**config.mk**
```make
export PLATFORM = sky130hd
export DESIGN_NAME = alu_share_arb
export DESIGN_NICKNAME = d
export VERILOG_FILES = /design/src/rtl/alu_share_arb_pkg.sv /design/src/rtl/alu_share_arb_rr_grant2.sv /design/src/rtl/alu_share_arb.sv
export SDC_FILE = /design/constraint.sdc
export NUM_CORES = 1
export LEC_CHECK = 0
export CORE_AREA = 2 2 120 122
export DETAILED_ROUTE_END_ITERATION = 12
export DIE_AREA = 0 0 122 124
export GPL_TIMING_DRIVEN = 0
export HOLD_SLACK_MARGIN = 0.03
export PLACE_DENSITY = 0.85
export SLEW_MARGIN = 40
export SYNTH_ARGS = -nofsm -noshare
export SYNTH_HDL_FRONTEND = slang
export SYNTH_SLANG_ARGS = --single-unit
export TNS_END_PERCENT = 1
```
**constraint.sdc**
```tcl
create_clock -name clk -period 2 [get_ports clk]
set_clock_uncertainty 0.1 [all_clocks]
set_input_delay 0.4 -clock clk [delete_from_list [all_inputs] [get_ports clk]]
set_output_delay 0.4 -clock clk [all_outputs]
set_load 0.05 [all_outputs]
```
**src/rtl/alu_share_arb_pkg.sv**
```systemverilog
// alu_pkg: shared definitions for the two-port ALU time-share arbiter.
// Contents: ALU opcode constants, arbiter FSM state type, opcode legality helper.
package alu_pkg;

  localparam logic [3:0] OP_ADD  = 4'd0;
  localparam logic [3:0] OP_SUB  = 4'd1;
  localparam logic [3:0] OP_AND  = 4'd8;
  localparam logic [3:0] OP_OR   = 4'd9;
  localparam logic [3:0] OP_XOR  = 4'd10;
  localparam logic [3:0] OP_XNOR = 4'd11;

  typedef enum logic [1:0] {
    ST_IDLE = 2'd0,
    ST_EXEC = 2'd1,
    ST_RESP = 2'd2
  } arb_state_e;

  // True for the six opcodes the shared ALU implements.
  function automatic logic op_legal(input logic [3:0] op);
    return op inside {OP_ADD, OP_SUB, OP_AND, OP_OR, OP_XOR, OP_XNOR};
  endfunction

endpackage

```
**src/rtl/alu_share_arb_rr_grant2.sv**
```systemverilog
// rr_grant2: two-requester round-robin grant.
// Ports:
//   clk_i, rst_ni : clock, async active-low reset
//   valid_i[1:0]  : requester valids
//   accept_i      : the granted request was taken this cycle
//   grant_o[1:0]  : one-hot grant (all zero when nobody is valid)
// The pointer names the requester that wins a tie; after an accept it moves
// to the requester that did not win.
module rr_grant2 (
  input  logic       clk_i,
  input  logic       rst_ni,
  input  logic [1:0] valid_i,
  input  logic       accept_i,
  output logic [1:0] grant_o
);

  logic ptr_q;
  logic ptr_d;

  always_comb begin
    grant_o = 2'b00;
    case (valid_i)
      2'b01:   grant_o = 2'b01;
      2'b10:   grant_o = 2'b10;
      2'b11:   grant_o = ptr_q ? 2'b10 : 2'b01;
      default: grant_o = 2'b00;
    endcase
  end

  // Winner 0 hands priority to 1 and vice versa.
  assign ptr_d = accept_i ? grant_o[0] : ptr_q;

  always_ff @(posedge clk_i or negedge rst_ni) begin
    if (!rst_ni) ptr_q <= 1'b0;
    else         ptr_q <= ptr_d;
  end

endmodule

```
**src/rtl/alu_share_arb.sv**
```systemverilog
// alu_share_arb: time-shares one combinational ALU between two requesters.
// A request is granted round-robin in IDLE, its operands are registered and
// held on the ALU pins, the ALU output is captured one cycle later (EXEC) and
// returned on the winner's response handshake (RESP).
// Ports:
//   clk, rst_n                  : clock, async active-low reset
//   reqN_valid/ready/op/a/b     : request handshake and payload, N = 0,1
//   rspN_valid/ready/result/err : response handshake and payload, N = 0,1
//   alu_i, alu_a, alu_b         : drive the external ALU
//   alu_result                  : external ALU output
// Build option: define ALU_ARB_OPCHECK_EN to reject unsupported opcodes with
// rspN_err=1 and result 0, bypassing EXEC; otherwise every opcode is executed
// and rspN_err is tied low.
module alu_share_arb
  import alu_pkg::*;
#(
  parameter int WIDTH = 32
) (
  input  logic             clk,
  input  logic             rst_n,
  input  logic             req0_valid,
  output logic             req0_ready,
  input  logic [3:0]       req0_op,
  input  logic [WIDTH-1:0] req0_a,
  input  logic [WIDTH-1:0] req0_b,
  input  logic             req1_valid,
  output logic             req1_ready,
  input  logic [3:0]       req1_op,
  input  logic [WIDTH-1:0] req1_a,
  input  logic [WIDTH-1:0] req1_b,
  output logic             rsp0_valid,
  input  logic             rsp0_ready,
  output logic [WIDTH-1:0] rsp0_result,
  output logic             rsp0_err,
  output logic             rsp1_valid,
  input  logic             rsp1_ready,
  output logic [WIDTH-1:0] rsp1_result,
  output logic             rsp1_err,
  output logic [3:0]       alu_i,
  output logic [WIDTH-1:0] alu_a,
  output logic [WIDTH-1:0] alu_b,
  input  logic [WIDTH-1:0] alu_result
);

  arb_state_e       state_q;
  logic             winner_q;
  logic [3:0]       op_q;
  logic [WIDTH-1:0] a_q;
  logic [WIDTH-1:0] b_q;
  logic [WIDTH-1:0] result_q;
  logic [1:0]       rsp_valid_q;

  logic [1:0]       req_valid;
  logic [1:0]       rsp_ready;
  logic [1:0]       grant;
  logic [1:0]       req_ready;
  logic             accept;
  logic             win;
  logic [3:0]       op_in;
  logic [WIDTH-1:0] a_in;
  logic [WIDTH-1:0] b_in;

  assign req_valid = {req1_valid, req0_valid};
  assign rsp_ready = {rsp1_ready, rsp0_ready};

  rr_grant2 u_rr (
    .clk_i   (clk),
    .rst_ni  (rst_n),
    .valid_i (req_valid),
    .accept_i(accept),
    .grant_o (grant)
  );

  // Grant is only ever set for a valid requester, so any ready is an accept.
  assign req_ready  = (state_q == ST_IDLE) ? grant : 2'b00;
  assign accept     = |req_ready;
  assign req0_ready = req_ready[0];
  assign req1_ready = req_ready[1];

  assign win   = grant[1];
  assign op_in = win ? req1_op : req0_op;
  assign a_in  = win ? req1_a  : req0_a;
  assign b_in  = win ? req1_b  : req0_b;

`ifdef ALU_ARB_OPCHECK_EN
  logic err_q;
`endif

  always_ff @(posedge clk or negedge rst_n) begin
    if (!rst_n) begin
      state_q     <= ST_IDLE;
      winner_q    <= 1'b0;
      op_q        <= '0;
      a_q         <= '0;
      b_q         <= '0;
      result_q    <= '0;
      rsp_valid_q <= 2'b00;
`ifdef ALU_ARB_OPCHECK_EN
      err_q       <= 1'b0;
`endif
    end else begin
      case (state_q)
        ST_IDLE: begin
          if (accept) begin
            winner_q <= win;
`ifdef ALU_ARB_OPCHECK_EN
            // Rejected ops never reach the ALU pins; answer directly.
            if (!op_legal(op_in)) begin
              result_q    <= '0;
              err_q       <= 1'b1;
              rsp_valid_q <= grant;
              state_q     <= ST_RESP;
            end else
`endif
            begin
              op_q    <= op_in;
              a_q     <= a_in;
              b_q     <= b_in;
              state_q <= ST_EXEC;
            end
          end
        end
        ST_EXEC: begin
          result_q    <= alu_result;
`ifdef ALU_ARB_OPCHECK_EN
          err_q       <= 1'b0;
`endif
          rsp_valid_q <= winner_q ? 2'b10 : 2'b01;
          state_q     <= ST_RESP;
        end
        ST_RESP: begin
          if (|(rsp_valid_q & rsp_ready)) begin
            rsp_valid_q <= 2'b00;
            state_q     <= ST_IDLE;
          end
        end
        default: begin
          rsp_valid_q <= 2'b00;
          state_q     <= ST_IDLE;
        end
      endcase
    end
  end

  assign alu_i = op_q;
  assign alu_a = a_q;
  assign alu_b = b_q;

  assign rsp0_valid  = rsp_valid_q[0];
  assign rsp1_valid  = rsp_valid_q[1];
  assign rsp0_result = result_q;
  assign rsp1_result = result_q;

`ifdef ALU_ARB_OPCHECK_EN
  assign rsp0_err = err_q;
  assign rsp1_err = err_q;
`else
  assign rsp0_err = 1'b0;
  assign rsp1_err = 1'b0;
`endif

endmodule

```
# After elaboration in Yosys (flattened, before gate mapping)
# Cells that the tools add are included.
# Widths: inputs -> output; s select.
[totals]
register_bits = 106
latchBits = 0
ramBits = 0
mem_bits_ro = 0
out_inout_bits = 138
wordCells = 34
memories = 0
[classes]
add_sub_neg = 0
n_mul = 0
div_mod_pow = 0
magnitude_cmp = 0
n_eq_ne = 7
n_shift = 0
muxes = 11
bitwise = 2
n_reduce_logical = 6
[op_table]
columns = ["cell", "count"]
rows = [
  ["$mux 32", 2],
  ["$pmux 2 s3", 3],
  ["$mux 2", 5],
  ["$eq 2x2->1 const B", 3],
  ["$reduce_and 2->1", 3],
  ["$eq 2x1->1 const B", 2],
  ["$mux 4", 1],
  ["$reduce_or 2->1", 2],
  ["$and 2x2->2", 1],
  ["$logic_not 2->1", 1],
  ["$ne 2x1->1 const B", 1],
  ["$ne 2x2->1 const B", 1],
  ["$not 1->1", 1],
]

# Longest topological paths before layout
[depth]
depth_word = 6
mapped_depth = 8

# Cells and area by module
# Synthesis repeated with hierarchy kept, for this count alone.
[unflattened]
cells_unflattened = 353
area_unflattened_um2 = 5098.6
[by_module_without_submodules]
columns = ["module", "n_inst", "cells_per_inst", "area_per_inst_um2"]
rows = [
  ["alu_share_arb", 1, 348, 5036.1],
  ["rr_grant2", 1, 5, 62.6],
]

# Least setup slack after synthesis
# OpenSTA, ideal clock, no wires.
[synth_timing]
path_type = "register to output"
startpoint = "reg u_rr.ptr_q"
endpoint = "out req1_ready"
t_arrival_ns = 1.752
required_time_ns = 1.500
setup_slack_ns = -0.252
stages_incl_launch_ff = 7
path_buffers = 3
cell_sequence = "dfrtp_1 > nand2b_1 > clkbuf_1 > buf_2 > buf_2 > nand2_1 > nor2_1"
[synth_via]
elab_chain_cells = 3
[synth_rtl]
columns = ["element", "line_no", "source"]
rows = [
  ["start: declaration", "alu_share_arb_rr_grant2.sv:17", "logic ptr_q;"],
  ["start signal: assignment", "alu_share_arb_rr_grant2.sv:35", "else ptr_q <= ptr_d;"],
  ["$mux 2", "alu_share_arb_rr_grant2.sv:25", "2'b11: grant_o = ptr_q ? 2'b10 : 2'b01;"],
  ["$pmux 2 s3", "alu_share_arb_rr_grant2.sv:22", "case (valid_i)"],
  ["$mux 2", "alu_share_arb.sv:75", "assign req_ready = (state_q == ST_IDLE) ? grant : 2'b00;"],
  ["end: declaration", "alu_share_arb.sv:27", "output logic req1_ready,"],
]
# No other way between the ends.

# Final worst setup path
[layout_timing]
startpoint = "reg state_q[0]"
endpoint = "out req0_ready"
[layout_via]
elab_chain_cells = 2
[layout_rtl]
columns = ["element", "line_no", "source"]
rows = [
  ["start: declaration", "alu_share_arb.sv:45", "arb_state_e state_q;"],
  ["start signal: assignment", "alu_share_arb.sv:91", "state_q <= ST_IDLE;"],
  ["start signal: assignment", "alu_share_arb.sv:119", "state_q <= ST_EXEC;"],
  ["start signal: assignment", "alu_share_arb.sv:129", "state_q <= ST_RESP;"],
  ["$logic_not 2->1", "alu_share_arb.sv:75", ""],
  ["$mux 2", "alu_share_arb.sv:75", ""],
  ["end: declaration", "alu_share_arb.sv:22", "output logic req0_ready,"],
]
# No other way between the ends.

==> impl_results.md <==
* Yosys top cell by area: dfrtp_1
* Fin nets at 1031
* Area growth, synth to finish at 69.3%
* Dominant synthesized flop cell: dfrtp_1
* Clock Tree Root: clkbuf_16
* Htree depth at 3
* Row count at 43
* # DRC at 0
* IO buf count at 308
* Met2 global-route usage at 44.4%
* Crit Path Category: reg2out
* Hold Path Origin: rsp0_result[17]
* Most common cell in the netlist: dfrtp_1
* Post-place setup slack at -1390 ps
* Fin util at 63.3%
* Max Slew Vio Count at 0
* Crit share post-route at 99.4%
* Critical Path Start Type: flop
* Top post-synthesis cells by area: dfrtp_1, a31oi_1, mux2_2
* Hold path depth at 1
* Vias in the first global route at 5419
* Outcome: finished, final reports clean
* Synthesized instance count at 528
* Yosys warnings at 0
* CORE AREA at 0.0137 mm2
* Total power at 16800 uW
* WHS Endpoint: rsp0_result[17]
* Skew-Pair Late Insertion Delay at 350 ps
* Die width at 122 um
* RD Place Congestion at 0.820
* RSZ-0062 raised after global routing: yes
* Reg-to-Reg Start: u_rr.ptr_q
* Slew Limit Headroom at 58.1%
* Dpl hpwl at 14600 um
* FF+latch count, synth at 106
* Worst Setup End Kind: primary output
* Syn_area_per_cell at 9.71 um2
* Routed len/inst at 18.6 um
* Worst ir drop on vdd at 0.859 mV
* Number of synthesized flops with an enable pin at 0
* Fin Setup TNS at 0 ps
* Gr usage total at 24.7%
* CTS buffer count at 9
* First-pass GRT wire length at 28500 um
* Clk slew on worst S/H paths at 70 ps
* Worst hold path class: reg2reg
* Total die area at 0.0151 mm2
* 1st-iter DRT viols at 293
* GRT overflow at 0
* Worst Reg-to-Reg Cells at 5
* M3 GR Usage at 7.55%
* Reg-to-reg setup timing slack at 160 ps
* Leak at 0.00364 uW
* PwrDens at 1930 mW/mm2
* Gr busiest metal: met2
* DRT antenna net count at 0
* Synth top area share at 51.7%
* CP max FO at 6
* Sinks on Clock Net at 106
* Setup violations, final at 0
* Final Worst Setup Slack at 11.2 ps
* # fillers at 1192
* Vias/cell at 5.25
* Max Root-Sink Buffers at 2
* Final hold slack at 428 ps
* Min Clock Period, post-route at 1990 ps
* Largest net degree at the start of global routing at 55
* Share of cells above drive strength 1 at 18.0%
* CP required at 1500 ps
* Drt total wl at 19400 um
* Starting Density at 37.4%
* Die height at 124 um
* Vias post-DR at 5474
* Cell Area, Synth at 0.00513 mm2
* R2r endpoint: alu_b[25]
* Ys async rst share at 100%
* Fmax achieved at 503 MHz
* Post-synthesis sequential area ratio at 51.7%
* Cell variety after synth at 25
* CTS tree: built
* Max cap viols at 0
* Drt pass-1 iters at 6
* Worst-margin pin slew at 629 ps
* Antenna diodes at 0
* Most common library cells after synthesis: dfrtp_1, a21oi_1, o21ai_0
* Final Hold Viols at 0
* Worst Path Arrival at 1490 ps
* Met1 usage at 28.2%
* Initial antenna violation count at 1
* I/O pins at 312
## power by group
part / switching, uW / internal [uW]
Sequential: 686 / 3260
Clock: 790 / 881
Combinational: 7650 / 3520
Total: 9120 / 7660
## cell usage in the layout (no fill, tap or decap), types with 32 or more instances in the layout
master	instances
nand3_1	68
a31oi_1	68
clkbuf_1	35
a21oi_1	68
o21ai_0	69
clkdlybuf4s50_1	170
dfrtp_1	104
buf_4	75
mux2_2	32
dlygate4sd2_1	104
## worst max path at each step
stage,start,endpoint,slack (ps),depth (start not counted)
after floorplan,u_rr.ptr_q,req1_ready,-60,6
final,state_q[0],req0_ready,10,6
after detailed placement,req0_valid,req1_ready,-1390,8
after CTS,state_q[0],req0_ready,-70,6
after global placement,rst_n,alu_b[0],-3590,1
after global routing,state_q[0],req0_ready,-30,6
## metal layers
layer  routed length (um)  up-vias  share of wire [%]
met4                  321        2                1.7
met3                 1840       27                9.5
met1                 7330     2617                 38
li1                     -     2562                  -
met2                 9890      266                 51
met5                   13        -              0.067
## timing repair
action                                 in CTS  in global routing
resized for setup                         166                  5
hold buffers                                1                  0
setup buffers                               1                  9
endpoints found under the hold margin      52                  0
setup endpoints to repair                 156                 11
pin swaps                                   1                  2
## kinds of logic after synthesis
logic type             Yosys count  share of synthesized area, %
buffers and inverters           94                          10.3
AO/OA/AOI/OAI                  211                          22.4
flip-flops                     106                          51.7
multiplexers                    34                          7.42
AND/OR/NAND/NOR                 82                          8.03
other                            1                        0.0731
## critical path, stage by stage (launching register included)
cell	delay [ps]
dfrtp_1	380
buf_6	130
nor2_4	110
buf_8	130
nand2_4	60
a21oi_2	140
buf_6	180
## area by class of cell
cell class / count / area (um2) / area share, %
tap: 180 / 225 / 2.59
buffer: 89 / 548 / 6.31
clock inverter: 4 / 27.5 / 0.317
inverter: 2 / 7.51 / 0.0865
timing repair buffer: 320 / 3000 / 34.5
multi-input combinational: 329 / 1970 / 22.7
clock buffer: 12 / 246 / 2.84
sequential: 106 / 2660 / 30.6
## stage by stage
stage | std cells | area [um2]
global placement | 1017 | 8450
finish | 1042 | 8680
floorplan | 529 | 5140
CTS | 1034 | 8610
global route | 1042 | 8680
detailed placement | 1018 | 8480
## state kept, by name (all words and copies together), names as in the netlist
register,flops
winner_q,1
rsp_valid_q,2
alu_a,32
rsp0_result,32
alu_i,4
alu_b,32
state_q,2
u_rr.ptr_q,1
(Power assumes the default switching activity.)
